--- config.mk ---
export PLATFORM = sky130hd
export DESIGN_NAME = imm_encoder
export DESIGN_NICKNAME = d
export VERILOG_FILES = /design/src/rtl/imm_encoder.sv
export SDC_FILE = /design/constraint.sdc
export NUM_CORES = 1
export LEC_CHECK = 0
export CELL_PAD_IN_SITES_DETAIL_PLACEMENT = 1
export CELL_PAD_IN_SITES_GLOBAL_PLACEMENT = 2
export CORE_MARGIN = 4
export CORE_UTILIZATION = 30
export DETAILED_ROUTE_END_ITERATION = 10
export PLACE_DENSITY = 0.89
export SLEW_MARGIN = 30
export SYNTH_ARGS = -nofsm -noshare
export SYNTH_HDL_FRONTEND = slang
export SYNTH_SLANG_ARGS = --single-unit
--- constraint.sdc ---
create_clock -name clock -period 2.1 [get_ports clock]
set_input_delay 0.315 -clock clock [delete_from_list [all_inputs] [get_ports clock]]
set_output_delay 0.315 -clock clock [all_outputs]
set_load 0.01 [all_outputs]
--- src/rtl/imm_encoder.sv ---
// imm_encoder
// Turns a typed immediate-class request into 64-bit-variant LEGv8 I / IW /
// shift instruction words for the IR load path. A 64-bit constant load (LDC)
// becomes one MOVZ followed by the MOVKs it needs.
//
// Ports
//   clock, reset_n        rising-edge clock, asynchronous active-low reset
//   req_valid/req_ready   request handshake (req_ready high only in IDLE)
//   req_cmd               operation code (0..12 legal, 13..15 illegal)
//   req_rd, req_rn        destination / source register numbers
//   req_imm               64-bit immediate (fields are cut from it per op)
//   ir_word/ir_valid/ir_ready/ir_last   instruction word stream
//   err                   one-cycle pulse after an illegal cmd is accepted
//   busy                  high whenever the FSM is not in IDLE
//   dbg_state             current FSM state, for checkers
//
// Handshake: on both streams a beat moves on the rising edge where valid and
// ready are both high. Once ir_valid is raised, ir_word/ir_last/ir_valid stay
// put until ir_ready is seen; ir_valid never depends on ir_ready.
module imm_encoder #(
    parameter bit NONE_SKIP = 1'b1  // 1: LDC skips MOVKs for zero halfwords
) (
    input  logic        clock,
    input  logic        reset_n,
    input  logic        req_valid,
    output logic        req_ready,
    input  logic [3:0]  req_cmd,
    input  logic [4:0]  req_rd,
    input  logic [4:0]  req_rn,
    input  logic [63:0] req_imm,
    output logic [31:0] ir_word,
    output logic        ir_valid,
    input  logic        ir_ready,
    output logic        ir_last,
    output logic        err,
    output logic        busy,
    output logic [2:0]  dbg_state
);

    typedef enum logic [2:0] {
        IDLE      = 3'd0,
        EMIT_ONE  = 3'd1,
        EMIT_MOVZ = 3'd2,
        EMIT_MOVK = 3'd3,
        ERR       = 3'd4
    } state_t;

    state_t      state;
    state_t      state_next;

    logic [3:0]  cmd_q;
    logic [4:0]  rd_q;
    logic [4:0]  rn_q;
    logic [63:0] imm_q;
    logic [2:0]  mask_q;     // bit k: MOVK with hw=k+1 still to be emitted
    logic [2:0]  mask_init;
    logic        accept;
    logic        one_left;
    logic [1:0]  movk_hw;
    logic [15:0] movk_imm;
    logic [31:0] single_word;
    logic [31:0] math_fields;
    logic [31:0] shift_fields;

    assign req_ready = (state == IDLE);
    assign busy      = (state != IDLE);
    assign dbg_state = state;
    assign accept    = req_valid & req_ready;

    assign mask_init = NONE_SKIP ? {|req_imm[63:48], |req_imm[47:32], |req_imm[31:16]}
                                 : 3'b111;

    // Clearing the lowest set bit leaves zero exactly when one bit was set.
    assign one_left = ((mask_q & (mask_q - 3'd1)) == 3'd0);

    // Lowest pending halfword first, so MOVKs come out in ascending hw order.
    always_comb begin
        movk_hw  = 2'd3;
        movk_imm = imm_q[63:48];
        if (mask_q[0]) begin
            movk_hw  = 2'd1;
            movk_imm = imm_q[31:16];
        end else if (mask_q[1]) begin
            movk_hw  = 2'd2;
            movk_imm = imm_q[47:32];
        end
    end

    assign math_fields  = {10'b0, imm_q[11:0], rn_q, rd_q};
    assign shift_fields = {16'b0, imm_q[5:0], rn_q, rd_q};

    always_comb begin
        single_word = 32'h0;
        case (cmd_q)
            4'd0:    single_word = 32'h9100_0000 | math_fields;
            4'd1:    single_word = 32'hB100_0000 | math_fields;
            4'd2:    single_word = 32'hD100_0000 | math_fields;
            4'd3:    single_word = 32'hF100_0000 | math_fields;
            4'd4:    single_word = 32'h9200_0000 | math_fields;
            4'd5:    single_word = 32'hB200_0000 | math_fields;
            4'd6:    single_word = 32'hD200_0000 | math_fields;
            4'd7:    single_word = 32'hF200_0000 | math_fields;
            4'd8:    single_word = 32'hD360_0000 | shift_fields;
            4'd9:    single_word = 32'hD340_0000 | shift_fields;
            4'd10:   single_word = 32'hD280_0000 | {9'b0, imm_q[17:0], rd_q};
            4'd11:   single_word = 32'hF280_0000 | {9'b0, imm_q[17:0], rd_q};
            default: single_word = 32'h0;
        endcase
    end

    always_ff @(posedge clock or negedge reset_n) begin
        if (!reset_n) begin
            state <= IDLE;
        end else begin
            state <= state_next;
        end
    end

    // Request fields are captured once; the requester may change them freely
    // after acceptance.
    always_ff @(posedge clock or negedge reset_n) begin
        if (!reset_n) begin
            cmd_q  <= 4'd0;
            rd_q   <= 5'd0;
            rn_q   <= 5'd0;
            imm_q  <= 64'd0;
            mask_q <= 3'd0;
        end else if (accept) begin
            cmd_q  <= req_cmd;
            rd_q   <= req_rd;
            rn_q   <= req_rn;
            imm_q  <= req_imm;
            mask_q <= mask_init;
        end else if (state == EMIT_MOVK && ir_ready) begin
            mask_q <= mask_q & (mask_q - 3'd1);
        end
    end

    always_comb begin
        state_next = state;
        ir_valid   = 1'b0;
        ir_word    = 32'h0;
        ir_last    = 1'b0;
        err        = 1'b0;
        case (state)
            IDLE: begin
                if (accept) begin
                    if (req_cmd <= 4'd11) begin
                        state_next = EMIT_ONE;
                    end else if (req_cmd == 4'd12) begin
                        state_next = EMIT_MOVZ;
                    end else begin
                        state_next = ERR;
                    end
                end
            end
            EMIT_ONE: begin
                ir_valid = 1'b1;
                ir_word  = single_word;
                ir_last  = 1'b1;
                if (ir_ready) begin
                    state_next = IDLE;
                end
            end
            EMIT_MOVZ: begin
                ir_valid = 1'b1;
                ir_word  = 32'hD280_0000 | {9'b0, 2'b00, imm_q[15:0], rd_q};
                ir_last  = (mask_q == 3'd0);
                if (ir_ready) begin
                    state_next = (mask_q == 3'd0) ? IDLE : EMIT_MOVK;
                end
            end
            EMIT_MOVK: begin
                ir_valid = 1'b1;
                ir_word  = 32'hF280_0000 | {9'b0, movk_hw, movk_imm, rd_q};
                ir_last  = one_left;
                if (ir_ready && one_left) begin
                    state_next = IDLE;
                end
            end
            ERR: begin
                err        = 1'b1;
                state_next = IDLE;
            end
            default: begin
                state_next = IDLE;
            end
        endcase
    end

endmodule

==> results of run 1 <==
-- cells by family after synthesis --
| group | Yosys count | synth area share [%] |
|---|---|---|
| multiplexers | 93 | 25.1 |
| AND/OR/NAND/NOR | 92 | 10.6 |
| XOR/XNOR | 1 | 0.203 |
| AO/OA/AOI/OAI | 66 | 10.2 |
| buffers and inverters | 35 | 4.96 |
| adder cells (fa/ha/maj) | 1 | 0.232 |
| flip-flops | 84 | 48.7 |
| other | 1 | 0.0869 |
-- repair_timing --
| action | CTS | global route |
|---|---|---|
| gates resized for setup | 103 | 106 |
| setup buffers | 2 | 8 |
| endpoints found under the hold margin | 39 | 0 |
| hold buffers | 1 | 0 |
| pin swaps | 2 | 8 |
| gates cloned | 0 | 8 |
| endpoints found under the setup margin | 34 | 58 |
-- where the power goes --
part	switching, mW	internal [mW]	leakage [nW]
Clock	0.718	1.06	0.160
Combinational	2.33	3.11	1.83
Sequential	0.587	2.44	0.988
-- metal layers --
layer	part of all wire, %	vias up
li1	-	1668
met1	42	1857
met2	53	87
met3	3.8	16
met4	1.3	0
met5	0	-
-- sequential cells by signal (all words and copies together), names as in the netlist --
name / flops
cmd_q: 4
imm_q: 64
rn_q: 5
rd_q: 5
dbg_state: 3
mask_q: 3
-- through the flow --
step / total power, mW / instances / utilization (%)
2_1_floorplan: 5.59 / 374 / -
3_5_place_dp: 7.62 / 682 / 42.0
3_3_place_gp: 7.44 / 682 / 42.0
4_1_cts: 9.24 / 701 / 44.2
6_report: 10.2 / 717 / 47.7
5_1_grt: 10.8 / 717 / 47.7
-- synth_stat cells, types with 2 or more instances --
master    count  share of area, %
nand2b_1      4              0.58
a221o_1      15               3.5
and2_1        7               1.0
nand2_1      39               3.4
nand4b_1      2              0.41
mux2_4       10               3.5
buf_4         9               1.6
clkbuf_1     13               1.1
nor3_1        2              0.23
buf_12        2              0.93
inv_1         4              0.35
nor2_1       15               1.3
o21bai_1      2              0.35
nor4_1       12               1.7
mux2i_1       2              0.46
mux2_1        9               2.3
a211oi_1      2              0.35
mux2_2       72                19
buf_2         4              0.46
nand4_1       3              0.43
o21ai_0      10               1.2
dfrtp_1      84                49
a21oi_1      28               3.2
-- path summary, 6_finish.rpt --
kind                                    to  cells after the start  slack, ns
min in group clock               imm_q[42]                      1       0.51
max in group asynchronous        imm_q[59]                      3       0.89
worst min register to register   imm_q[42]                      1       0.51
worst max-delay path            ir_word[9]                      8      -0.21
worst max register to register   imm_q[27]                      8      -0.08
worst min-delay path              imm_q[2]                      2       0.49
-- layout make-up --
type,instances,area share (%)
Multi-Input combinational cell,256,34.8
Sequential cell,84,31.5
Timing Repair Buffer,175,25.0
Clock buffer,9,3.37
Tap cell,180,3.37
Clock inverter,7,1.61
Inverter,6,0.375
==> results.py, run 1 <==
metrics = {
    "grt": {
        "grt_pass1_vias": 3924,
        "grt_max_degree": 43,
        "antenna_found_initial": 0,
        "grt_usage_pct": 16.6,
        "grt_use_met3_pct": 3.29,
        "use_met2_pct": 30.2,
        "grt_overflow": 0,
        "grt.busiest_layer": "met2",
        "grt_pass1_wl_um": 21200,
        "grt_use_met1_pct": 19.8,
    },
    "detailed_routing": {
        "wl_per_cell_um": 21.2,
        "drtPass1Iterations": 4,
        "route.detailed.drc": 0,
        "antenna_left": 0,
        "vias": 3628,
        "first_iter_violations": 166,
        "wl_um": 15200,
        "viasPerCell": 5.06,
    },
    "setup_path": {
        "start_kind": "flip-flop",
        "path_common_cell": "buf_6",
        "cp_top_family": "buffers and inverters",
        "crit_path_end_kind": "output port",
        "startpoint": "dbg_state[0]",
        "reg2reg_from": "dbg_state[0]",
        "path_buf_inv": 5,
        "path_max_fanout": 9,
        "critPathArrivalTime_ns": 2.00,
        "slowest_stage": "dfrtp_1",
        "path_cells": "buf_6 -> buf_4 -> buf_6 -> nand3b_1 -> buf_6 -> a21oi_1 -> a221o_1 -> buf_2",
        "required_ns": 1.78,
        "crit_type": "flip-flop to output port",
        "max_stage_delay_ns": 0.40,
    },
    "final_layout": {
        "nets": 614,
        "multi_input_area_sq_um": 2320,
        "n_antenna_cell": 0,
        "final_cell_area_sq_um": 6680,
        "layout_common_cells": "84 x dfrtp_1, 83 x clkdlybuf4s50_1, 69 x mux2_4",
        "n_fill_cell": 1514,
        "syn2layout_area_growth_pct": 54.7,
        "final_common_cell": "dfrtp_1",
        "seq_area_sq_um": 2100,
        "drive_gt1_share_pct": 39.1,
    },
    "logic_synthesis": {
        "avgSynthCellArea_sq_um": 11.6,
        "syn-instance-count": 373,
        "async_flop_share_pct": 100,
        "ys_seq_area_share_pct": 48.7,
        "synth_edf_count": 0,
        "synthDistinctLibCells": 46,
        "yosys_warnings": 0,
        "syn-cell-area_sq_um": 4320,
        "ys_ff_latch": 84,
        "ys.flop_type": "dfrtp_1",
    },
    "power": {
        "ir_drop_v": 0.000687,
        "p_leak_nw": 2.98,
        "power.density_nw_per_um2": 1540,
    },
    "clock_tree": {
        "cts_tree": "built",
        "htreeDepth": 3,
        "clock_latency_ns": 0.35,
        "root_buffer": "clkbuf_16",
        "clk_pin_slew_ns": 0.07,
        "cts_buffers": 9,
        "clock-sinks": 84,
        "cts_max_path_buffers": 2,
    },
    "timing": {
        "fmax_ghz": 0.433,
        "min_period_ns": 2.31,
        "rsz0062_at_grt": "yes",
        "setup_tns_ns": -4.67,
        "fin_worst_skew_ns": 0.00488,
        "period_share_pct": 110,
        "slew_headroom_pct": 62.4,
        "setup_ws_ns": -0.210,
        "worstMarginPinSlew_ns": 0.565,
        "drv_slew": 0,
        "hold_violations": 0,
        "holdWs_ns": 0.491,
        "finalSetupViolCount": 77,
    },
    "place": {
        "post_dp_cell_area_sq_um": 5880,
        "dp_hpwl_um": 10300,
        "place.gp.congestion": 0.824,
        "place_ws_ns": -0.158,
        "io_buffers": 119,
    },
    "min_path": {
        "holdCritPathClass": "input port to async pin",
    },
    "flow_run": {
        "maxCapViolCount": 0,
    },
    "floorplanning": {
        "ioPinCount": 122,
        "die_h_um": 128,
        "start_util_pct": 30.9,
        "dieWidth_um": 128,
        "dieArea_sq_um": 16400,
        "coreArea_sq_um": 14000,
        "num_rows": 43,
    },
    "run_status": {
        "violations": "setup timing",
        "status": "complete, but fails checks",
    },
}
No activity file was read; power rests on OpenSTA's default activity.
==> inputs of run 2 (changes only) <==
--- a/config.mk
+++ b/config.mk
@@ -7,6 +7,7 @@
 export LEC_CHECK = 0
 export CELL_PAD_IN_SITES_DETAIL_PLACEMENT = 1
 export CELL_PAD_IN_SITES_GLOBAL_PLACEMENT = 2
+export CORE_ASPECT_RATIO = 0.75
 export CORE_MARGIN = 4
 export CORE_UTILIZATION = 30
 export DETAILED_ROUTE_END_ITERATION = 10
==> results.py, run 2 (synthesis results as in run 1) <==
metrics = {
    "run_status": {
        "status": "complete, but fails checks",
        "violations": "setup timing",
    },
    "place": {
        "io_buffers": 119,
        "placedCellCount": 668,
        "place_ws_ns": -0.173,
        "post_dp_cell_area_sq_um": 5840,
        "place.gp.congestion": 0.837,
        "dp_hpwl_um": 10200,
    },
    "power": {
        "seq_power_share_pct": 29.6,
        "pwr-share-clk_pct": 15.7,
        "ir_drop_v": 0.000562,
        "power_frac_comb_pct": 54.6,
        "sw_frac_of_total_pct": 36.6,
        "p_switching_mw": 3.74,
        "finalPower_mw": 10.2,
        "p_leak_nw": 2.85,
        "power.density_nw_per_um2": 1540,
        "p_int_mw": 6.50,
    },
    "final_layout": {
        "top_regs": "imm_q: 64 flops, rd_q: 5 flops, rn_q: 5 flops",
        "n_fill_cell": 1467,
        "regMostFlops": "imm_q",
        "layout_common_cells": "84 x clkdlybuf4s50_1, 83 x dfrtp_1, 52 x mux2_2",
        "n_antenna_cell": 0,
        "final_cell_area_sq_um": 6630,
        "fin_util_pct": 47.8,
        "syn2layout_area_growth_pct": 53.7,
        "largest_reg_flops": 64,
        "fin_cells": 707,
        "multi_input_area_sq_um": 2260,
        "seq_area_sq_um": 2100,
        "final_common_cell": "clkdlybuf4s50_1",
        "nets": 609,
        "drive_gt1_share_pct": 41.9,
    },
    "timing": {
        "setup_ws_ns": -0.163,
        "setup_tns_ns": -1.71,
        "min_period_ns": 2.26,
        "worstMarginPinSlew_ns": 0.574,
        "hold_violations": 0,
        "rsz0062_at_grt": "yes",
        "finalSetupViolCount": 17,
        "holdWs_ns": 0.441,
        "slew_headroom_pct": 61.4,
        "drv_slew": 0,
        "period_share_pct": 108,
        "fmax_ghz": 0.442,
        "fin_worst_skew_ns": 0.00572,
    },
    "floorplanning": {
        "start_util_pct": 31.1,
        "coreArea_sq_um": 13900,
        "dieArea_sq_um": 16400,
        "dieWidth_um": 147,
        "die_h_um": 112,
        "ioPinCount": 122,
        "num_rows": 37,
    },
    "min_path": {
        "holdCritPathClass": "input port to async pin",
    },
    "grt": {
        "grt_usage_pct": 17.7,
        "grt_overflow": 0,
        "grt_pass1_vias": 4068,
        "antenna_found_initial": 0,
        "grt_max_degree": 55,
        "grt_pass1_wl_um": 22800,
    },
    "setup_path": {
        "startpoint": "dbg_state[0]",
        "required_ns": 1.78,
        "path_max_fanout": 7,
        "critPathArrivalTime_ns": 1.95,
        "crit_path_end_kind": "output port",
        "start_kind": "flip-flop",
        "reg2reg_from": "dbg_state[0]",
        "crit_type": "flip-flop to output port",
    },
    "detailed_routing": {
        "antenna_left": 0,
        "vias": 3682,
        "drtPass1Iterations": 4,
        "viasPerCell": 5.21,
        "wl_per_cell_um": 21.8,
        "route.detailed.drc": 0,
        "first_iter_violations": 178,
        "wl_um": 15400,
    },
    "clock_tree": {
        "cts_buffers": 9,
        "clk_pin_slew_ns": 0.07,
        "root_buffer": "clkbuf_16",
        "htreeDepth": 3,
        "clock_latency_ns": 0.33,
        "cts_tree": "built",
        "clock-sinks": 84,
        "cts_max_path_buffers": 2,
    },
    "flow_run": {
        "maxCapViolCount": 0,
    },
}
[run 2: worst max-delay path: stages (launching register included)]
cell and delay, ns:
dfrtp_1 0.40, buf_6 0.13, nand4b_1 0.11, o21a_1 0.16, nor2_4 0.06, buf_6 0.14, buf_6 0.12, a221o_1 0.34
buf_6 0.14
[run 2: worst paths after layout]
path / slack [ns] / endpoint / cells after the start
setup / recovery: -0.16 / ir_word[17] / 8
hold / removal: 0.44 / imm_q[2] / 2
setup reg to reg: 0.02 / imm_q[56] / 8
hold reg to reg: 0.51 / imm_q[25] / 1
max in group asynchronous: 0.99 / mask_q[1] / 3
min in group clock: 0.51 / imm_q[25] / 1
[run 2: layout make-up]
class | count | area share [%]
multi-input cells | 255 | 34.1
flip-flops and latches | 84 | 31.7
repair buffers | 171 | 26.0
clock buffers | 10 | 3.60
well taps | 175 | 3.30
clock inverters | 6 | 0.943
inverters | 6 | 0.377
[run 2: routing by layer]
metal	up-vias	wire length [um]	global-route usage, %
li1	1651	-	-
met1	1895	6480	22.2
met4	0	309	5.51
met3	19	906	5.00
met2	117	7700	29.5
met5	-	0	0
[run 2: timing repair]
action	CTS	global route
resized for setup	143	67
hold endpoints to repair	30	0
hold buffers	1	0
cloned	2	5
buffers inserted	10	8
pin swaps	14	16
setup endpoints to repair	90	64
[run 2: power by group through the flow]
stage | Sequential, mW | Combinational (mW) | Clock (mW)
floorplan | 2.78 | 2.81 | 0
global placement | 2.94 | 4.51 | 0
detailed placement | 3.00 | 4.64 | 0
CTS | 3.01 | 4.90 | 1.64
global route | 3.14 | 5.99 | 1.72
finish | 3.03 | 5.60 | 1.61
